<file path="config.mk">
export PLATFORM = sky130hd
export DESIGN_NAME = time_set_controller_flat
export DESIGN_NICKNAME = d
export VERILOG_FILES = /design/src/rtl/clock_set_pkg.sv /design/src/rtl/time_set_controller_if.sv /design/src/rtl/button_edge.sv /design/src/rtl/time_set_controller.sv /design/src/flat_wrapper.sv
export SDC_FILE = /design/constraint.sdc
export NUM_CORES = 1
export LEC_CHECK = 0
export CAP_MARGIN = 15
export CORE_UTILIZATION = 50
export CTS_BUF_LIST = sky130_fd_sc_hd__clkbuf_4
export CTS_CLUSTER_DIAMETER = 100
export CTS_CLUSTER_SIZE = 20
export DETAILED_ROUTE_END_ITERATION = 8
export PLACE_DENSITY = 0.72
export REMOVE_ABC_BUFFERS = 1
export SYNTH_ARGS = -nofsm -noshare
export SYNTH_HDL_FRONTEND = slang
export SYNTH_HIERARCHICAL = 1
export SYNTH_SLANG_ARGS = --single-unit
</file>
<file path="constraint.sdc">
create_clock -name Clk -period 2.3 [get_ports Clk]
set_input_delay 0.46 -clock Clk [delete_from_list [all_inputs] [get_ports Clk]]
set_output_delay 0.46 -clock Clk [all_outputs]
set_load 0.005 [all_outputs]
</file>
<file path="src/rtl/clock_set_pkg.sv">
// Shared types and constants for the clock time-set controller.
// Latency: n/a (declarations only).
// Backpressure: n/a.
package clock_set_pkg;

    // Controller states: free-running, editing one field, or the three-cycle commit burst.
    typedef enum logic [2:0] {
        RUN     = 3'd0,
        SET_HR  = 3'd1,
        SET_MIN = 3'd2,
        SET_SEC = 3'd3,
        LD_SEC  = 3'd4,
        LD_MIN  = 3'd5,
        LD_HR   = 3'd6
    } state_t;

    // Load-target / field codes, shared by mode and Field outputs.
    localparam logic [1:0] MODE_NONE = 2'd0;
    localparam logic [1:0] MODE_SEC  = 2'd1;
    localparam logic [1:0] MODE_MIN  = 2'd2;
    localparam logic [1:0] MODE_HR   = 2'd3;

    localparam int SEC_LIMIT_DEF = 60;
    localparam int MIN_LIMIT_DEF = 60;
    localparam int HR_LIMIT_DEF  = 24;

endpackage

</file>
<file path="src/rtl/time_set_controller_if.sv">
// Button, live-counter and load-bus bundle between the time-set controller and its environment.
// Latency: n/a (wiring only).
// Backpressure: none; load is a fire-and-forget strobe.
// Ports: Btn_* raw buttons, Cur_* live counter values, Enable/load/mode/value/Field controller outputs.
interface time_set_controller_if #(
    parameter int WIDTH = 6
);
    logic             Btn_Set;
    logic             Btn_Inc;
    logic             Btn_Dec;
    logic             Btn_Ok;
    logic [WIDTH-1:0] Cur_Sec;
    logic [WIDTH-1:0] Cur_Min;
    logic [WIDTH-1:0] Cur_Hr;
    logic             Enable;
    logic             load;
    logic [1:0]       mode;
    logic [WIDTH-1:0] value;
    logic [1:0]       Field;

    // Environment side: drives buttons and counter values, observes the controller.
    modport master (
        output Btn_Set, Btn_Inc, Btn_Dec, Btn_Ok, Cur_Sec, Cur_Min, Cur_Hr,
        input  Enable, load, mode, value, Field
    );

    // Controller side.
    modport slave (
        input  Btn_Set, Btn_Inc, Btn_Dec, Btn_Ok, Cur_Sec, Cur_Min, Cur_Hr,
        output Enable, load, mode, value, Field
    );
endinterface

</file>
<file path="src/rtl/button_edge.sv">
// Synchronizes a raw button and emits a one-cycle pulse on its rising edge.
// Latency: pulse is high 3 cycles after the raw rise (2 sync flops + registered edge detect).
// Backpressure: none; a held button yields exactly one pulse.
// Ports: Clk, Clr (sync active-high), btn_raw in, pulse out.
module button_edge (
    input  logic Clk,
    input  logic Clr,
    input  logic btn_raw,
    output logic pulse
);
    logic sync0;
    logic sync1;
    logic prev;

    always_ff @(posedge Clk) begin
        if (Clr) begin
            sync0 <= 1'b0;
            sync1 <= 1'b0;
            prev  <= 1'b0;
            pulse <= 1'b0;
        end else begin
            sync0 <= btn_raw;
            sync1 <= sync0;
            prev  <= sync1;
            pulse <= sync1 & ~prev;
        end
    end
endmodule

</file>
<file path="src/rtl/time_set_controller.sv">
// Lets the user stop the clock, edit hours/minutes/seconds with buttons, then load them back.
// Latency: outputs registered; commit burst starts the cycle after the Ok event, one field per cycle.
// Backpressure: none; buttons are ignored while the commit burst runs.
// Ports: Clk, Clr (sync active-high), bus (slave modport: buttons, Cur_*, Enable/load/mode/value/Field).
module time_set_controller
    import clock_set_pkg::*;
#(
    parameter int WIDTH     = 6,
    parameter int SEC_LIMIT = SEC_LIMIT_DEF,
    parameter int MIN_LIMIT = MIN_LIMIT_DEF,
    parameter int HR_LIMIT  = HR_LIMIT_DEF
) (
    input  logic                  Clk,
    input  logic                  Clr,
    time_set_controller_if.slave  bus
);
    logic set_ev, inc_ev, dec_ev, ok_ev;

    button_edge u_set (.Clk(Clk), .Clr(Clr), .btn_raw(bus.Btn_Set), .pulse(set_ev));
    button_edge u_inc (.Clk(Clk), .Clr(Clr), .btn_raw(bus.Btn_Inc), .pulse(inc_ev));
    button_edge u_dec (.Clk(Clk), .Clr(Clr), .btn_raw(bus.Btn_Dec), .pulse(dec_ev));
    button_edge u_ok  (.Clk(Clk), .Clr(Clr), .btn_raw(bus.Btn_Ok),  .pulse(ok_ev));

    state_t           state, state_nxt;
    logic [WIDTH-1:0] sec_r, min_r, hr_r;
    logic [WIDTH-1:0] sec_nxt, min_nxt, hr_nxt;
    logic             en_q, load_q, en_nxt, load_nxt;
    logic [1:0]       mode_q, field_q, mode_nxt, field_nxt;
    logic [WIDTH-1:0] value_q, value_nxt;

    // Modular +/-1; Inc and Dec together cancel.
    function automatic logic [WIDTH-1:0] step(input logic [WIDTH-1:0] v, input int lim,
                                              input logic up, input logic dn);
        logic [WIDTH-1:0] r;
        r = v;
        if (up && !dn)
            r = (32'(v) == 32'(lim - 1)) ? '0 : v + 1'b1;
        else if (dn && !up)
            r = (v == '0) ? WIDTH'(lim - 1) : v - 1'b1;
        return r;
    endfunction

    // Live values outside the field range are replaced by 0 so edit registers stay legal.
    function automatic logic [WIDTH-1:0] clamp(input logic [WIDTH-1:0] v, input int lim);
        return (32'(v) < 32'(lim)) ? v : '0;
    endfunction

    always_comb begin
        state_nxt = state;
        sec_nxt   = sec_r;
        min_nxt   = min_r;
        hr_nxt    = hr_r;
        case (state)
            RUN: begin
                if (set_ev) begin
                    state_nxt = SET_HR;
                    sec_nxt   = clamp(bus.Cur_Sec, SEC_LIMIT);
                    min_nxt   = clamp(bus.Cur_Min, MIN_LIMIT);
                    hr_nxt    = clamp(bus.Cur_Hr, HR_LIMIT);
                end
            end
            SET_HR, SET_MIN, SET_SEC: begin
                // Ok wins over everything; Set wins over an edit in the same cycle.
                if (ok_ev) begin
                    state_nxt = LD_SEC;
                end else if (set_ev) begin
                    state_nxt = (state == SET_HR)  ? SET_MIN :
                                (state == SET_MIN) ? SET_SEC : SET_HR;
                end else begin
                    if (state == SET_HR)  hr_nxt  = step(hr_r,  HR_LIMIT,  inc_ev, dec_ev);
                    if (state == SET_MIN) min_nxt = step(min_r, MIN_LIMIT, inc_ev, dec_ev);
                    if (state == SET_SEC) sec_nxt = step(sec_r, SEC_LIMIT, inc_ev, dec_ev);
                end
            end
            LD_SEC:  state_nxt = LD_MIN;
            LD_MIN:  state_nxt = LD_HR;
            LD_HR:   state_nxt = RUN;
            default: state_nxt = RUN;
        endcase

        // Outputs are a function of the next state so they can be registered alongside it.
        en_nxt    = 1'b0;
        load_nxt  = 1'b0;
        mode_nxt  = MODE_NONE;
        value_nxt = '0;
        field_nxt = MODE_NONE;
        case (state_nxt)
            RUN:     en_nxt    = 1'b1;
            SET_HR:  field_nxt = MODE_HR;
            SET_MIN: field_nxt = MODE_MIN;
            SET_SEC: field_nxt = MODE_SEC;
            LD_SEC:  begin load_nxt = 1'b1; mode_nxt = MODE_SEC; value_nxt = sec_nxt; end
            LD_MIN:  begin load_nxt = 1'b1; mode_nxt = MODE_MIN; value_nxt = min_nxt; end
            LD_HR:   begin load_nxt = 1'b1; mode_nxt = MODE_HR;  value_nxt = hr_nxt;  end
            default: en_nxt    = 1'b1;
        endcase
    end

    always_ff @(posedge Clk) begin
        if (Clr) begin
            state   <= RUN;
            sec_r   <= '0;
            min_r   <= '0;
            hr_r    <= '0;
            en_q    <= 1'b1;
            load_q  <= 1'b0;
            mode_q  <= MODE_NONE;
            value_q <= '0;
            field_q <= MODE_NONE;
        end else begin
            state   <= state_nxt;
            sec_r   <= sec_nxt;
            min_r   <= min_nxt;
            hr_r    <= hr_nxt;
            en_q    <= en_nxt;
            load_q  <= load_nxt;
            mode_q  <= mode_nxt;
            value_q <= value_nxt;
            field_q <= field_nxt;
        end
    end

    assign bus.Enable = en_q;
    assign bus.load   = load_q;
    assign bus.mode   = mode_q;
    assign bus.value  = value_q;
    assign bus.Field  = field_q;
endmodule

</file>
<file path="src/flat_wrapper.sv">
// flat-port wrapper written by rule: the top's interface ports become plain ports
module time_set_controller_flat import clock_set_pkg::*;
#(
    parameter int WIDTH     = 6,
    parameter int SEC_LIMIT = SEC_LIMIT_DEF,
    parameter int MIN_LIMIT = MIN_LIMIT_DEF,
    parameter int HR_LIMIT  = HR_LIMIT_DEF
)
  (Clk, Clr, bus_Btn_Set, bus_Btn_Inc, bus_Btn_Dec, bus_Btn_Ok, bus_Cur_Sec, bus_Cur_Min, bus_Cur_Hr, bus_Enable, bus_load, bus_mode, bus_value, bus_Field);
  time_set_controller_if #(.WIDTH(WIDTH)) bus_i ();
  input  logic Clk;
  input  logic Clr;
  input wire logic [$bits(bus_i.Btn_Set)-1:0] bus_Btn_Set;
  input wire logic [$bits(bus_i.Btn_Inc)-1:0] bus_Btn_Inc;
  input wire logic [$bits(bus_i.Btn_Dec)-1:0] bus_Btn_Dec;
  input wire logic [$bits(bus_i.Btn_Ok)-1:0] bus_Btn_Ok;
  input wire logic [$bits(bus_i.Cur_Sec)-1:0] bus_Cur_Sec;
  input wire logic [$bits(bus_i.Cur_Min)-1:0] bus_Cur_Min;
  input wire logic [$bits(bus_i.Cur_Hr)-1:0] bus_Cur_Hr;
  output wire logic [$bits(bus_i.Enable)-1:0] bus_Enable;
  output wire logic [$bits(bus_i.load)-1:0] bus_load;
  output wire logic [$bits(bus_i.mode)-1:0] bus_mode;
  output wire logic [$bits(bus_i.value)-1:0] bus_value;
  output wire logic [$bits(bus_i.Field)-1:0] bus_Field;
  assign bus_i.Btn_Set = bus_Btn_Set;
  assign bus_i.Btn_Inc = bus_Btn_Inc;
  assign bus_i.Btn_Dec = bus_Btn_Dec;
  assign bus_i.Btn_Ok = bus_Btn_Ok;
  assign bus_i.Cur_Sec = bus_Cur_Sec;
  assign bus_i.Cur_Min = bus_Cur_Min;
  assign bus_i.Cur_Hr = bus_Cur_Hr;
  assign bus_Enable = bus_i.Enable;
  assign bus_load = bus_i.load;
  assign bus_mode = bus_i.mode;
  assign bus_value = bus_i.value;
  assign bus_Field = bus_i.Field;
  time_set_controller #(.WIDTH(WIDTH), .SEC_LIMIT(SEC_LIMIT), .MIN_LIMIT(MIN_LIMIT), .HR_LIMIT(HR_LIMIT)) u_core (.Clk(Clk), .Clr(Clr), .bus(bus_i));
endmodule
</file>
Word level (Yosys, flattened, before mapping)
Index checks and enable logic that the tools add are counted.
{"block": "totals", "reg_bits": 49, "latch_bits": 0, "ram_bits": 0, "romBits": 0, "in_bits": 24, "out_inout_bits": 12, "word_cells": 108, "memories": 0}
{"block": "classes", "add_sub_neg": 6, "mul": 0, "n_div": 0, "order_cmp": 3, "eq_ne": 14, "shifts": 0, "n_mux": 41, "bitwise": 8, "reduce_logical": 11}
{"operator": "$mux W6", "count": 27}
{"operator": "$pmux W6 S2", "count": 3}
{"operator": "$add A6 B1 Y6 const B", "count": 3}
{"operator": "$logic_not A6 Y1", "count": 3}
{"operator": "$pmux W6 S3", "count": 1}
{"operator": "$sub A6 B1 Y6 const B", "count": 3}
{"operator": "$eq A3 B3 Y1 const B", "count": 5}
{"operator": "$eq A3 B2 Y1 const B", "count": 4}
{"operator": "$eq A6 B6 Y1 const B", "count": 2}
{"operator": "$lt A6 B6 Y1 const B", "count": 2}
{"operator": "$mux W3", "count": 4}
{"operator": "$pmux W2 S3", "count": 2}
{"operator": "$pmux W3 S4", "count": 1}
{"operator": "$eq A3 B1 Y1 const B", "count": 2}
{"operator": "$eq A6 B5 Y1 const B", "count": 1}
{"operator": "$lt A6 B5 Y1 const B", "count": 1}
{"operator": "$reduce_or A3 Y1", "count": 2}
{"operator": "$reduce_or A6 Y1", "count": 1}
{"operator": "$and A1 B1 Y1", "count": 4}
{"operator": "$not A1 Y1", "count": 4}
{"operator": "$logic_not A3 Y1", "count": 1}
{"operator": "$logic_and A1 B1 Y1", "count": 2}
{"operator": "$logic_not A1 Y1", "count": 2}
{"operator": "$mux W1", "count": 2}
{"operator": "$mux W2", "count": 1}

Logic depth before layout (Yosys ltp)
Gate-level depths: netlist (run 1).
{"block": "depth", "word_depth": 9, "ltp_mapped": 8, "mapped_depth_nobuf": 7}

By module
The synthesis (run 1) kept the hierarchy.
{"mod": "time_set_controller", "n_inst": 1, "cells_per_inst": 389, "area_per_inst_um2": 2815.2, "seq_area_each_um2": 660.6}
{"mod": "button_edge", "n_inst": 4, "cells_per_inst": 8, "area_per_inst_um2": 111.4, "seq_area_each_um2": 80.1}

Worst setup path before layout (run 1)
OpenSTA, ideal clock, no wires.
{"block": "synth_timing", "path_kind": "reg-to-reg", "start": "reg u_core.hr_r[0]", "end": "reg u_core.hr_r[0]", "setup_time_ns": 0.061, "arrival_time_ns": 1.960, "required_time_ns": 2.239, "path_slack_ns": 0.279, "stages_incl_launch_ff": 9, "path_buffers": 1, "synth_period_minus_slack_ns": 2.021, "path_cell_list": "dfxtp_1 -> clkbuf_1 -> inv_1 -> ha_1 -> or3b_4 -> or3_1 -> a32o_2 -> a21oi_2 -> o221a_1"}
{"block": "synth_between", "elab_chain_len": 8, "word_cells_on_any_way": 13, "cone_classes": "add/sub: 2; eq/ne: 1; mux: 9; reduce/logical: 1"}
{"item": "start, declared", "line": "time_set_controller.sv:25", "source": "logic [WIDTH-1:0] sec_r, min_r, hr_r;"}
{"item": "start signal, assigned", "line": "time_set_controller.sv:114", "source": "hr_r <= hr_nxt;"}
{"item": "$sub A6 B1 Y6 / $logic_not A6 Y1 (equally long branches)", "line": "time_set_controller.sv:39", "source": "r = (v == '0) ? WIDTH'(lim - 1) : v - 1'b1;"}
{"item": "$mux W6", "line": "time_set_controller.sv:39"}
{"item": "$mux W6", "line": "time_set_controller.sv:38", "source": "else if (dn && !up)"}
{"item": "$mux W6", "line": "time_set_controller.sv:36", "source": "if (up && !dn)"}
{"item": "$mux W6", "line": "time_set_controller.sv:70", "source": "if (state == SET_HR) hr_nxt = step(hr_r, HR_LIMIT, inc_ev, dec_ev);"}
{"item": "$mux W6", "line": "time_set_controller.sv:66", "source": "end else if (set_ev) begin"}
{"item": "$mux W6", "line": "time_set_controller.sv:64", "source": "if (ok_ev) begin"}
{"item": "$pmux W6 S2 *", "line": "time_set_controller.sv:53", "source": "case (state)"}
Every way passes the cells marked *; elsewhere a longest branch is shown, timed or not.
A chain may end at the register's enable or synchronous reset.

Worst setup path after layout (run 1)
{"block": "layout_timing", "start": "reg u_core.state[0]", "end": "reg u_core.value_q[4] (netlist: u_core/bus.value[4])"}
{"block": "layout_between", "elab_chain_len": 8, "word_cells_on_any_way": 29, "cone_classes": "eq/ne: 8; mux: 19; reduce/logical: 2"}
{"item": "start, declared", "line": "time_set_controller.sv:24", "source": "state_t state, state_nxt;"}
{"item": "start signal, assigned", "line": "time_set_controller.sv:111", "source": "state <= state_nxt;"}
{"item": "$eq A3 B2 Y1", "line": "time_set_controller.sv:53, time_set_controller.sv:68, time_set_controller.sv:71"}
{"item": "$mux W2", "line": "time_set_controller.sv:68", "source": "(state == SET_MIN) ? SET_SEC : SET_HR;"}
{"item": "$mux W3", "line": "time_set_controller.sv:67", "source": "state_nxt = (state == SET_HR) ? SET_MIN :"}
{"item": "$mux W3", "line": "time_set_controller.sv:66"}
{"item": "$mux W3", "line": "time_set_controller.sv:64"}
{"item": "$pmux W3 S4", "line": "time_set_controller.sv:53"}
{"item": "$eq A3 B3 Y1", "line": "time_set_controller.sv:87", "source": "case (state_nxt)"}
{"item": "$pmux W6 S3 *", "line": "time_set_controller.sv:87"}
{"item": "end signal, assigned", "line": "time_set_controller.sv:118", "source": "value_q <= value_nxt;"}
{"item": "end, declared", "line": "time_set_controller.sv:29", "source": "logic [WIDTH-1:0] value_q, value_nxt;"}
Marks and branches as above.

==> reports/qor.txt, run 1 <==
CP max stage delay = 0.62 ns
Clock buffer depth = 2
N_diodes = 0
# Post-CTS Setup Buffers = 0
CTS H-tree depth = 2
Fmax = 464 MHz
Synth Area per Inst = 7.74 µm²
Worst slew pin tran = 0.522 ns
Worst vdd rail ir drop = 0.281 mV
Hpwl dp = 7590 µm
Area contributors post-synth = dfxtp_1, a21oi_1, nor2_1
Final Hold Violating Endpoints = 0
Pwr/cell area = 422 nW/µm²
Hold buffers post-CTS = 0
Top FF cell, synth = dfxtp_1
Largest net degree at the start of global routing = 19
CTS root buffer = clkbuf_4
Worst Hold Class = flip-flop to flip-flop
Core area = 6310 µm²
Share of cells above drive strength 1 = 0.130
Vias = 3596
DRT antenna net count = 0
CP Capture Type = flip-flop
PostCTS Resize Cnt = 0
Routed length per instance = 19.4 µm
Via density = 6.68
Clock Skews = 0.0147 ns
Vias in the first global route = 3223
RSZ-0062 raised after global routing = false
Fin area = 3890 µm²
Synth Cell Area = 3260 µm²
Final worst-path cycle share = 0.938
Initial Util = 0.516
Headroom to the max-slew limit = 0.652
CTS buffer count = 5
Number of synthesized flops with an enable pin = 0
Worst-Skew Late Latency = 0.41 ns
Post-synthesis async set-or-reset flop share = 0
First-pass DRT Iterations = 5
CP required = 2.60 ns
Routability cong. = 0.964
CTS tree = built
Clock transition at path regs = 0.16 ns
Finish-stage setup viols = 0
Slowest stage cell, crit path = dfxtp_1
Initial antenna violation count = 0
Die Wd = 82.8 µm
Final setup margin = 0.143 ns
First-pass GRT wire length = 16100 µm
Post-route DRC = 0
Area Growth Syn to Fin = 19.2%
Port-buffer cells = 35
Outcome = finished, final reports clean
Syn Inst Count = 421
Top-area cell type share of the netlist area = 0.301
# IOs = 36
Starting DRT DRC Count = 406
Crit path launch type = flip-flop
Register bit count reported by yosys = 49
Setup TNS = 0 ns
Worst setup path class = flip-flop to flip-flop
Final core utilization = 0.616
Die Y-Extent = 82.8 µm
NumNets Final = 490
Max-Cap Viols = 0
Grt total ovfl = 0
Final Max Tran Viols = 0
Die area = 6850 µm²
P_leak = 0.00139 µW
Total track usage = 0.320
DP Worst Slack = 0.230 ns
Syn. warnings = 6
R2R Setup Slk = 0.14 ns
Area leader, netlist = dfxtp_1
CP Max Fanout = 12
Area post-placement = 3820 µm²
Netlist cell types = 77
FP Rows = 29
Crit path time final = 2.16 ns
Clock sink count = 49
Routed wire length = 10400 µm
Critical path arrival = 2.46 ns
CP cell instances = nor2b_1 > and3_1 > a31oi_1 > o32ai_1
Seq/Total Area, Yosys = 0.301
[state kept, by name (all words and copies together), names as in the netlist, 2 cells and up]
signal / cells
u_core/bus.mode: 2
u_core/bus.Field: 2
u_core/hr_r: 6
u_core/bus.value: 6
u_core/min_r: 6
u_core/state: 3
u_core/sec_r: 6
[synth_stat cells (2+ instances only)]
cell type and number:
clkbuf_1 26, a22oi_1 2, o21ai_0 23, and2_1 3, a221o_1 3, o311ai_1 3
o211ai_1 5, a221oi_1 3, nor4b_1 2, a32o_1 3, o22ai_1 6, nor3_1 9
nor4bb_1 2, nand4_1 12, a31oi_1 10, o211a_1 2, a211oi_1 8, ha_1 6
o41ai_1 2, or3_1 5, o31ai_1 2, nand4b_1 4, mux2i_1 3, nand3_1 17
o21a_1 3, nand2b_1 9, nor3b_2 4, a21oi_1 32, o2111ai_1 5, buf_2 10
a21o_1 3, a211o_1 3, o2bb2ai_1 2, nand2_1 8, nor2b_1 20, and3_1 9
dfxtp_1 49, nor2_1 36, inv_1 21, o21ai_1 9
[layout by cell type, fill, tap and decap left out, drive strengths merged, types with 9 or more instances in the layout]
cell,synthesis,final
a211oi,9,9
clkdlybuf4s50,0,35
nand2b,9,9
nor3,10,10
nor2b,20,20
buf,12,35
nand3,17,17
nor2,37,37
nand4,12,12
inv,22,25
a21oi,33,33
dfxtp,49,49
o21ai,32,32
and3,9,9
a31oi,10,10
[cell families (layout without fill, tap and decap cells)]
family | count (synthesis) | count (layout) | share of synthesized area
multiplexers | 3 | 3 | 0.00921
flip-flops | 49 | 49 | 0.301
AO/OA/AOI/OAI | 149 | 149 | 0.315
buffers and inverters | 60 | 100 | 0.0752
adder cells (fa/ha/maj) | 6 | 6 | 0.0230
AND/OR/NAND/NOR | 153 | 153 | 0.274
XOR/XNOR | 1 | 1 | 0.00269
[report_power, final]
group          internal, µW  leakage, µW  switching, µW
Combinational           122     0.000950            134
Clock                   136    0.0000381            344
Sequential              871     0.000398           33.1
Total                  1130      0.00139            512
[final timing paths]
| path | start | to | depth (start not counted) |
|---|---|---|---|
| max reg2reg | u_core/state[0] | u_core/bus.value[4] | 4 |
| min reg2reg | u_core/u_dec/prev | u_core/u_dec/pulse | 1 |
| min | u_core/u_dec/prev | u_core/u_dec/pulse | 1 |
| max | u_core/state[0] | u_core/bus.value[4] | 4 |
[routing by layer]
layer,GRT usage,vias to the layer above,part of all wire,wire length [µm]
met5,0,-,0,0
met4,0.174,0,0.040,420
met3,0.0659,34,0.095,988
met2,0.507,252,0.46,4800
met1,0.404,1654,0.41,4230
li1,-,1656,-,-
[layout make-up]
cell class                 count  area (µm²)
tap                           77        96.3
clock buffer                   5        37.5
fill                         570        2430
sequential                    49         981
multi-input combinational    312        2030
timing repair buffer          70         626
clock inverter                 3        28.8
inverter                      22        82.6
[worst max-delay path: cells and delay by family, from the launching register on]
kind,cells,cell delay [ns]
and+or+nand+nor,2,0.86
DFF,1,0.62
AOI/OAI and AO/OA,2,0.57
[through the flow]
| stage | instances | total power (µW) | hold WS [ns] |
|---|---|---|---|
| 2_1_floorplan | 383 | 1040 | 0.387 |
| 3_3_place_gp | 530 | 1170 | 0.392 |
| 3_5_place_dp | 530 | 1170 | 0.393 |
| 4_1_cts | 538 | 1640 | 0.415 |
| 5_1_grt | 538 | 1700 | 0.426 |
| 6_report | 538 | 1640 | 0.413 |
Power figures use the tool's default switching activity.
==> inputs of run 2 (changes only) <==
- CAP_MARGIN: 15 -> 20
==> results of run 2 <==
The final DEF is identical to that of run 1; final timing and power are the same.
